===== src/rtl/vga_timing_if.sv =====
// Display-side bundle between the timing generator and vga_writer.
// master: timing generator (consumes in_* updates, drives timing and shadow copies).
// slave : update source / vga_writer side (drives in_*, observes timing and shadows).
interface vga_timing_if;
   // update path from state/decode logic
   logic [11:0] in_location;
   logic [11:0] in_move_command;
   logic [3:0]  in_orientation;
   logic [3:0]  in_target_location;
   logic        in_orientation_rdy;
   logic        in_valid;

   // raster timing
   logic [10:0] hcount;
   logic [9:0]  vcount;
   logic        hsync;
   logic        vsync;
   logic        blank;
   logic        frame_start;

   // frame-stable shadow copies
   logic [11:0] location;
   logic [11:0] move_command;
   logic [3:0]  orientation;
   logic [3:0]  target_location;
   logic        orientation_ready;
   logic        new_data;
   logic [7:0]  overwrite_cnt;

   modport master (
      input  in_location, in_move_command, in_orientation, in_target_location,
             in_orientation_rdy, in_valid,
      output hcount, vcount, hsync, vsync, blank, frame_start,
             location, move_command, orientation, target_location, orientation_ready,
             new_data, overwrite_cnt
   );

   modport slave (
      output in_location, in_move_command, in_orientation, in_target_location,
             in_orientation_rdy, in_valid,
      input  hcount, vcount, hsync, vsync, blank, frame_start,
             location, move_command, orientation, target_location, orientation_ready,
             new_data, overwrite_cnt
   );
endinterface


===== src/rtl/vga_timing_gen.sv =====
// VGA raster timing generator (default 1024x768 XGA @ 65 MHz) with frame-synchronised
// robot-state shadow registers. Updates strobed in at any time are held and released to
// vga_writer only at the start of vertical blanking (hcount==0, vcount==V_ACTIVE).
// Ports: vclock (pixel clock), reset (sync, active-high), bus (vga_timing_if.master):
//   in_* + in_valid update strobe; hcount/vcount/hsync/vsync/blank/frame_start timing;
//   location/move_command/orientation/target_location/orientation_ready shadows,
//   new_data release pulse, overwrite_cnt saturating count of dropped pending updates.
module vga_timing_gen #(
   parameter int unsigned H_ACTIVE = 1024,
   parameter int unsigned H_FP     = 24,
   parameter int unsigned H_SYNC   = 136,
   parameter int unsigned H_BP     = 160,
   parameter int unsigned V_ACTIVE = 768,
   parameter int unsigned V_FP     = 3,
   parameter int unsigned V_SYNC   = 6,
   parameter int unsigned V_BP     = 29
) (
   input logic          vclock,
   input logic          reset,
   vga_timing_if.master bus
);

   localparam int unsigned H_TOTAL   = H_ACTIVE + H_FP + H_SYNC + H_BP;
   localparam int unsigned V_TOTAL   = V_ACTIVE + V_FP + V_SYNC + V_BP;
   localparam int unsigned HS_START  = H_ACTIVE + H_FP;
   localparam int unsigned HS_END    = H_ACTIVE + H_FP + H_SYNC;
   localparam int unsigned VS_START  = V_ACTIVE + V_FP;
   localparam int unsigned VS_END    = V_ACTIVE + V_FP + V_SYNC;

   typedef struct packed {
      logic [11:0] location;
      logic [11:0] move_command;
      logic [3:0]  orientation;
      logic [3:0]  target_location;
      logic        orientation_ready;
   } upd_t;

   typedef enum logic {IDLE, HELD} upd_state_t;

   upd_state_t  state;
   upd_t        pend_buf;
   upd_t        shadow;
   upd_t        in_upd_c;
   logic [10:0] next_h_c;
   logic [9:0]  next_v_c;
   logic        h_wrap_c;
   logic        release_c;

   assign in_upd_c = '{location:          bus.in_location,
                       move_command:      bus.in_move_command,
                       orientation:       bus.in_orientation,
                       target_location:   bus.in_target_location,
                       orientation_ready: bus.in_orientation_rdy};

   // Next raster position; all registered timing outputs are derived from it so they
   // line up with the count shown on the same cycle.
   always_comb begin
      h_wrap_c  = (bus.hcount == 11'(H_TOTAL - 1));
      next_h_c  = h_wrap_c ? 11'd0 : bus.hcount + 11'd1;
      next_v_c  = bus.vcount;
      if (h_wrap_c) begin
         next_v_c = (bus.vcount == 10'(V_TOTAL - 1)) ? 10'd0 : bus.vcount + 10'd1;
      end
      release_c = (next_h_c == 11'd0) && (next_v_c == 10'(V_ACTIVE));
   end

   // Raster counters and sync/blank generation.
   always_ff @(posedge vclock) begin
      if (reset) begin
         bus.hcount      <= '0;
         bus.vcount      <= '0;
         bus.hsync       <= 1'b1;
         bus.vsync       <= 1'b1;
         bus.blank       <= 1'b0;
         bus.frame_start <= 1'b0;
      end else begin
         bus.hcount      <= next_h_c;
         bus.vcount      <= next_v_c;
         bus.hsync       <= !((next_h_c >= 11'(HS_START)) && (next_h_c < 11'(HS_END)));
         bus.vsync       <= !((next_v_c >= 10'(VS_START)) && (next_v_c < 10'(VS_END)));
         bus.blank       <= (next_h_c >= 11'(H_ACTIVE)) || (next_v_c >= 10'(V_ACTIVE));
         bus.frame_start <= (next_h_c == 11'd0) && (next_v_c == 10'd0);
      end
   end

   // Update FSM: release happens first on the edge into the release point, then any
   // strobe sampled on that same edge is captured as fresh pending data (not an overwrite).
   always_ff @(posedge vclock) begin
      if (reset) begin
         state             <= IDLE;
         pend_buf          <= '0;
         shadow            <= '0;
         bus.new_data      <= 1'b0;
         bus.overwrite_cnt <= '0;
      end else begin
         bus.new_data <= 1'b0;
         if (release_c && (state == HELD)) begin
            shadow       <= pend_buf;
            bus.new_data <= 1'b1;
         end
         if (bus.in_valid) begin
            pend_buf <= in_upd_c;
            state    <= HELD;
            if ((state == HELD) && !release_c && (bus.overwrite_cnt != 8'hFF)) begin
               bus.overwrite_cnt <= bus.overwrite_cnt + 8'd1;
            end
         end else if (release_c) begin
            state <= IDLE;
         end
      end
   end

   assign bus.location          = shadow.location;
   assign bus.move_command      = shadow.move_command;
   assign bus.orientation       = shadow.orientation;
   assign bus.target_location   = shadow.target_location;
   assign bus.orientation_ready = shadow.orientation_ready;

endmodule

===== src/flat_wrapper.sv =====
// flat-port wrapper written by rule: the top's interface ports become plain ports
module vga_timing_gen_flat 
#(
   parameter int unsigned H_ACTIVE = 1024,
   parameter int unsigned H_FP     = 24,
   parameter int unsigned H_SYNC   = 136,
   parameter int unsigned H_BP     = 160,
   parameter int unsigned V_ACTIVE = 768,
   parameter int unsigned V_FP     = 3,
   parameter int unsigned V_SYNC   = 6,
   parameter int unsigned V_BP     = 29
)
  (vclock, reset, bus_in_location, bus_in_move_command, bus_in_orientation, bus_in_target_location, bus_in_orientation_rdy, bus_in_valid, bus_hcount, bus_vcount, bus_hsync, bus_vsync, bus_blank, bus_frame_start, bus_location, bus_move_command, bus_orientation, bus_target_location, bus_orientation_ready, bus_new_data, bus_overwrite_cnt);
  vga_timing_if bus_i ();
  input logic vclock;
  input logic reset;
  input wire logic [$bits(bus_i.in_location)-1:0] bus_in_location;
  input wire logic [$bits(bus_i.in_move_command)-1:0] bus_in_move_command;
  input wire logic [$bits(bus_i.in_orientation)-1:0] bus_in_orientation;
  input wire logic [$bits(bus_i.in_target_location)-1:0] bus_in_target_location;
  input wire logic [$bits(bus_i.in_orientation_rdy)-1:0] bus_in_orientation_rdy;
  input wire logic [$bits(bus_i.in_valid)-1:0] bus_in_valid;
  output wire logic [$bits(bus_i.hcount)-1:0] bus_hcount;
  output wire logic [$bits(bus_i.vcount)-1:0] bus_vcount;
  output wire logic [$bits(bus_i.hsync)-1:0] bus_hsync;
  output wire logic [$bits(bus_i.vsync)-1:0] bus_vsync;
  output wire logic [$bits(bus_i.blank)-1:0] bus_blank;
  output wire logic [$bits(bus_i.frame_start)-1:0] bus_frame_start;
  output wire logic [$bits(bus_i.location)-1:0] bus_location;
  output wire logic [$bits(bus_i.move_command)-1:0] bus_move_command;
  output wire logic [$bits(bus_i.orientation)-1:0] bus_orientation;
  output wire logic [$bits(bus_i.target_location)-1:0] bus_target_location;
  output wire logic [$bits(bus_i.orientation_ready)-1:0] bus_orientation_ready;
  output wire logic [$bits(bus_i.new_data)-1:0] bus_new_data;
  output wire logic [$bits(bus_i.overwrite_cnt)-1:0] bus_overwrite_cnt;
  assign bus_i.in_location = bus_in_location;
  assign bus_i.in_move_command = bus_in_move_command;
  assign bus_i.in_orientation = bus_in_orientation;
  assign bus_i.in_target_location = bus_in_target_location;
  assign bus_i.in_orientation_rdy = bus_in_orientation_rdy;
  assign bus_i.in_valid = bus_in_valid;
  assign bus_hcount = bus_i.hcount;
  assign bus_vcount = bus_i.vcount;
  assign bus_hsync = bus_i.hsync;
  assign bus_vsync = bus_i.vsync;
  assign bus_blank = bus_i.blank;
  assign bus_frame_start = bus_i.frame_start;
  assign bus_location = bus_i.location;
  assign bus_move_command = bus_i.move_command;
  assign bus_orientation = bus_i.orientation;
  assign bus_target_location = bus_i.target_location;
  assign bus_orientation_ready = bus_i.orientation_ready;
  assign bus_new_data = bus_i.new_data;
  assign bus_overwrite_cnt = bus_i.overwrite_cnt;
  vga_timing_gen #(.H_ACTIVE(H_ACTIVE), .H_FP(H_FP), .H_SYNC(H_SYNC), .H_BP(H_BP), .V_ACTIVE(V_ACTIVE), .V_FP(V_FP), .V_SYNC(V_SYNC), .V_BP(V_BP)) u_core (.vclock(vclock), .reset(reset), .bus(bus_i));
endmodule

===== config.mk =====
export PLATFORM = sky130hd
export DESIGN_NAME = vga_timing_gen_flat
export DESIGN_NICKNAME = d
export VERILOG_FILES = /design/src/rtl/vga_timing_if.sv /design/src/rtl/vga_timing_gen.sv /design/src/flat_wrapper.sv
export SDC_FILE = /design/constraint.sdc
export NUM_CORES = 1
export LEC_CHECK = 0
export ABC_AREA = 1
export CAP_MARGIN = 20
export CORE_UTILIZATION = 45
export CTS_CLUSTER_DIAMETER = 150
export DETAILED_ROUTE_END_ITERATION = 16
export PLACE_DENSITY = 0.73
export SLEW_MARGIN = 10
export SYNTH_ARGS = -nofsm -noshare
export SYNTH_HDL_FRONTEND = slang
export SYNTH_SLANG_ARGS = --single-unit

===== constraint.sdc =====
create_clock -name vclock -period 3.07 [get_ports vclock]
set_clock_uncertainty 0.15 [all_clocks]
set_input_delay 0.7675 -clock vclock [delete_from_list [all_inputs] [get_ports vclock]]
set_output_delay 0.7675 -clock vclock [all_outputs]
set_load 0.01 [all_outputs]

==> results.ini, run 1 <==
[outcome]
outcome=finished clean

[floorplanning]
die_h_um=101
core.rowCount=35
core_area_um2=9370
die_x_um=101
io_pins=103
die_area_um2=10200
initial_core_util=0.470

[setup_path]
path_class=reg -> reg
crit_path_start_kind=flop
worstRegToRegCells=15
cp_slowest_cell=dfxtp_1
cp-endpoint=u_core.bus.move_command[10]
slowest_delay_ns=0.45
worstPathMaxFanout=67
cp_cell_sequence=ha_1, nand3_4, nor2_4, nand2_2, nand2_1, inv_1, nor2_1, nand2_1, nor2_4, nand2_2, nor2_4, nand2_2, buf_12, o21ai_0, a21oi_1
end_kind=flop
reg2reg_to=u_core.bus.move_command[10]
startpoint=u_core.bus.hcount[0]
r2r-start=u_core.bus.hcount[0]
cp.required_ns=3.17
worst_ep_arrival_time_ns=2.94
r2r_setup_slack_ns=0.23

[detailed_routing]
drt_wl_total_um=10100
viasPerCell=4.89
postRouteAntennaNets=0
wl_per_cell_um=11.9
first_iter_violations=130
drt_drc_violations_left=0
vias=4128
drt_pass1_iterations=4

[yosys]
ys_async_sr_fraction=0
syn_area_per_cell_um2=7.12
yosys.area.top_type=dfxtp_1
synth_top_area_share=0.459
yosysSeqAreaShare=0.459
synth_fp_nets=660
synth-seq-cells=101
synthTopCellsByArea=dfxtp_1 46%, nor2_1 11%, nand2_1 8.2%
synth_edf_count=0
yosys_most_used_dff=dfxtp_1
netlist_area_um2=4400
synth_cell_types=31
yosys_warnings=0
syn_inst=619

[cells_and_area]
fin_util=0.608
n_antenna_cell=0
area_growth_pct=29.3
drive_gt1_frac=0.0573
nets=752
stdcell_count=845

[placement]
hpwl_um=6980
port_buffers=102
dp.cells=829
gp_congestion=0.905

[timing]
max_freq_mhz=352
holdWs_ns=0.298
maxSlewHeadroom=0.674
hold_viol_final=0
maxSlewViolCount=0
finalCritPeriodShare=0.926
setup_viol_count_final=0
tightestPinTransition_ns=0.488
period_needed_ns=2.84
rsz0062_at_grt=false
tns_ns=0

[cts]
clock_path_buffers=2
htree_levels=3
hold_buffers=0
postCtsResizedCells=0
cts_buffers=9
post_cts_buffers=0
cts_sinks=101
clockRootBuffer=clkbuf_8
cts_tree=yes
path_clk_slew_ns=0.11
clk_latency_ns=0.36

[pwr]
power_density_nw_per_um2=414
ir_worst_vdd_uv=262
p_leak_uw=0.00231

[global_routing]
grt_max_degree=73
antenna_found_initial=0
grtUsageTotal=0.209
first_global_vias=3826
grt.overflow.total=0
grt_pass1_wl_um=17000

[worst_hold_path]
worstHoldPathType=reg -> reg

[run]
drv_cap=0

routing by layer:
metal | part of all wire | global-route usage
met1 | 0.46 | 0.259
met2 | 0.47 | 0.352
met3 | 0.062 | 0.0589
met4 | 0.012 | 0.0613
met5 | 0 | 0
per-stage QoR:
step                      instance area, um^2  power (uW)  setup WS (ns)
after global routing                     5700        2460         0.0273
after CTS                                5700        2380          0.231
final                                    5700        2360          0.228
after floorplan                          4400        1490          0.663
after global placement                   5510        1570          0.324
after detailed placement                 5510        1570          0.256
sequential cells by signal, indices dropped and copies added, names as in the netlist:
name	count
u_core.bus.hsync	1
u_core.bus.orientation	4
u_core.bus.hcount	11
u_core.state	1
u_core.bus.overwrite_cnt	8
u_core.bus.new_data	1
u_core.bus.move_command	12
u_core.bus.blank	1
u_core.bus.target_location	4
u_core.bus.location	12
u_core.bus.orientation_ready	1
u_core.bus.vcount	10
u_core.pend_buf	33
u_core.bus.frame_start	1
u_core.bus.vsync	1
how the worst min path moves through the flow:
| stage | startpoint | end | slack [ns] | depth (start not counted) |
|---|---|---|---|---|
| after floorplan | u_core.pend_buf[0] | u_core.pend_buf[0] | 0.31 | 2 |
| after global placement | u_core.bus.target_location[3] | u_core.bus.target_location[3] | 0.28 | 2 |
| after detailed placement | u_core.bus.target_location[3] | u_core.bus.target_location[3] | 0.29 | 2 |
| after CTS | u_core.bus.move_command[3] | u_core.bus.move_command[3] | 0.30 | 2 |
| after global routing | u_core.bus.location[11] | u_core.bus.location[11] | 0.32 | 2 |
| final | u_core.bus.move_command[3] | u_core.bus.move_command[3] | 0.30 | 2 |
synthesized netlist by cell type, types with 3 or more instances:
master / number
o21ai_0: 71
nor3_1: 4
ha_1: 5
nor2_4: 3
nor2_2: 3
inv_1: 76
a21oi_1: 35
nand4_1: 15
nand2_1: 96
nor2_1: 133
nand2_2: 8
clkbuf_1: 18
dfxtp_1: 101
buf_6: 6
nand3_1: 24
cell type report:
type / count / area (um^2)
Clock buffer: 10 / 128
Clock inverter: 6 / 62.6
Fill cell: 919 / 3680
Inverter: 79 / 297
Multi-Input combinational cell: 413 / 1940
Sequential cell: 101 / 2020
Tap cell: 129 / 161
Timing Repair Buffer: 107 / 1080
worst max-delay path, delay by kind of cell (launching register included):
family	cells	cell delay (ns)
buffers and inverters	2	0.24
adder cells (fa/ha/maj)	1	0.29
AO/OA/AOI/OAI	2	0.24
flip-flops	1	0.45
AND/OR/NAND/NOR	10	1.33
cell usage in the layout, fill, tap and decap left out, types with 4 or more instances in the layout:
cell type and count:
o21ai_0 71, clkdlybuf4s50_1 102, nand4_1 15, clkbuf_8 9, nand2_1 96, nand2_2 8, inv_6 4, inv_1 76
ha_1 5, dfxtp_1 101, a21oi_1 35, nand3_1 24, nor2_1 133, nor3_1 4
kinds of logic after synthesis:
kind of cell	synth area share
buffers and inverters	0.100
AO/OA/AOI/OAI	0.131
adder cells (fa/ha/maj)	0.0142
AND/OR/NAND/NOR	0.289
XOR/XNOR	0.00597
flip-flops	0.459
report_power, final:
group          switching (uW)  leakage (uW)  internal (uW)
sequential               22.9      0.000824           1350
combinational            86.7       0.00139           86.7
clock                     492     0.0000970            320
total                     601       0.00231           1750
Power figures use the tool's default switching activity.
==> run 2, diff against run 1 <==
--- a/config.mk
+++ b/config.mk
@@ -6,6 +6,7 @@
 export NUM_CORES = 1
 export LEC_CHECK = 0
 export ABC_AREA = 1
+export ABC_CLOCK_PERIOD_IN_PS = 3070
 export CAP_MARGIN = 20
 export CORE_UTILIZATION = 45
 export CTS_CLUSTER_DIAMETER = 150
==> results of run 2 <==
Final layout, timing and power as in run 1 (identical DEF).
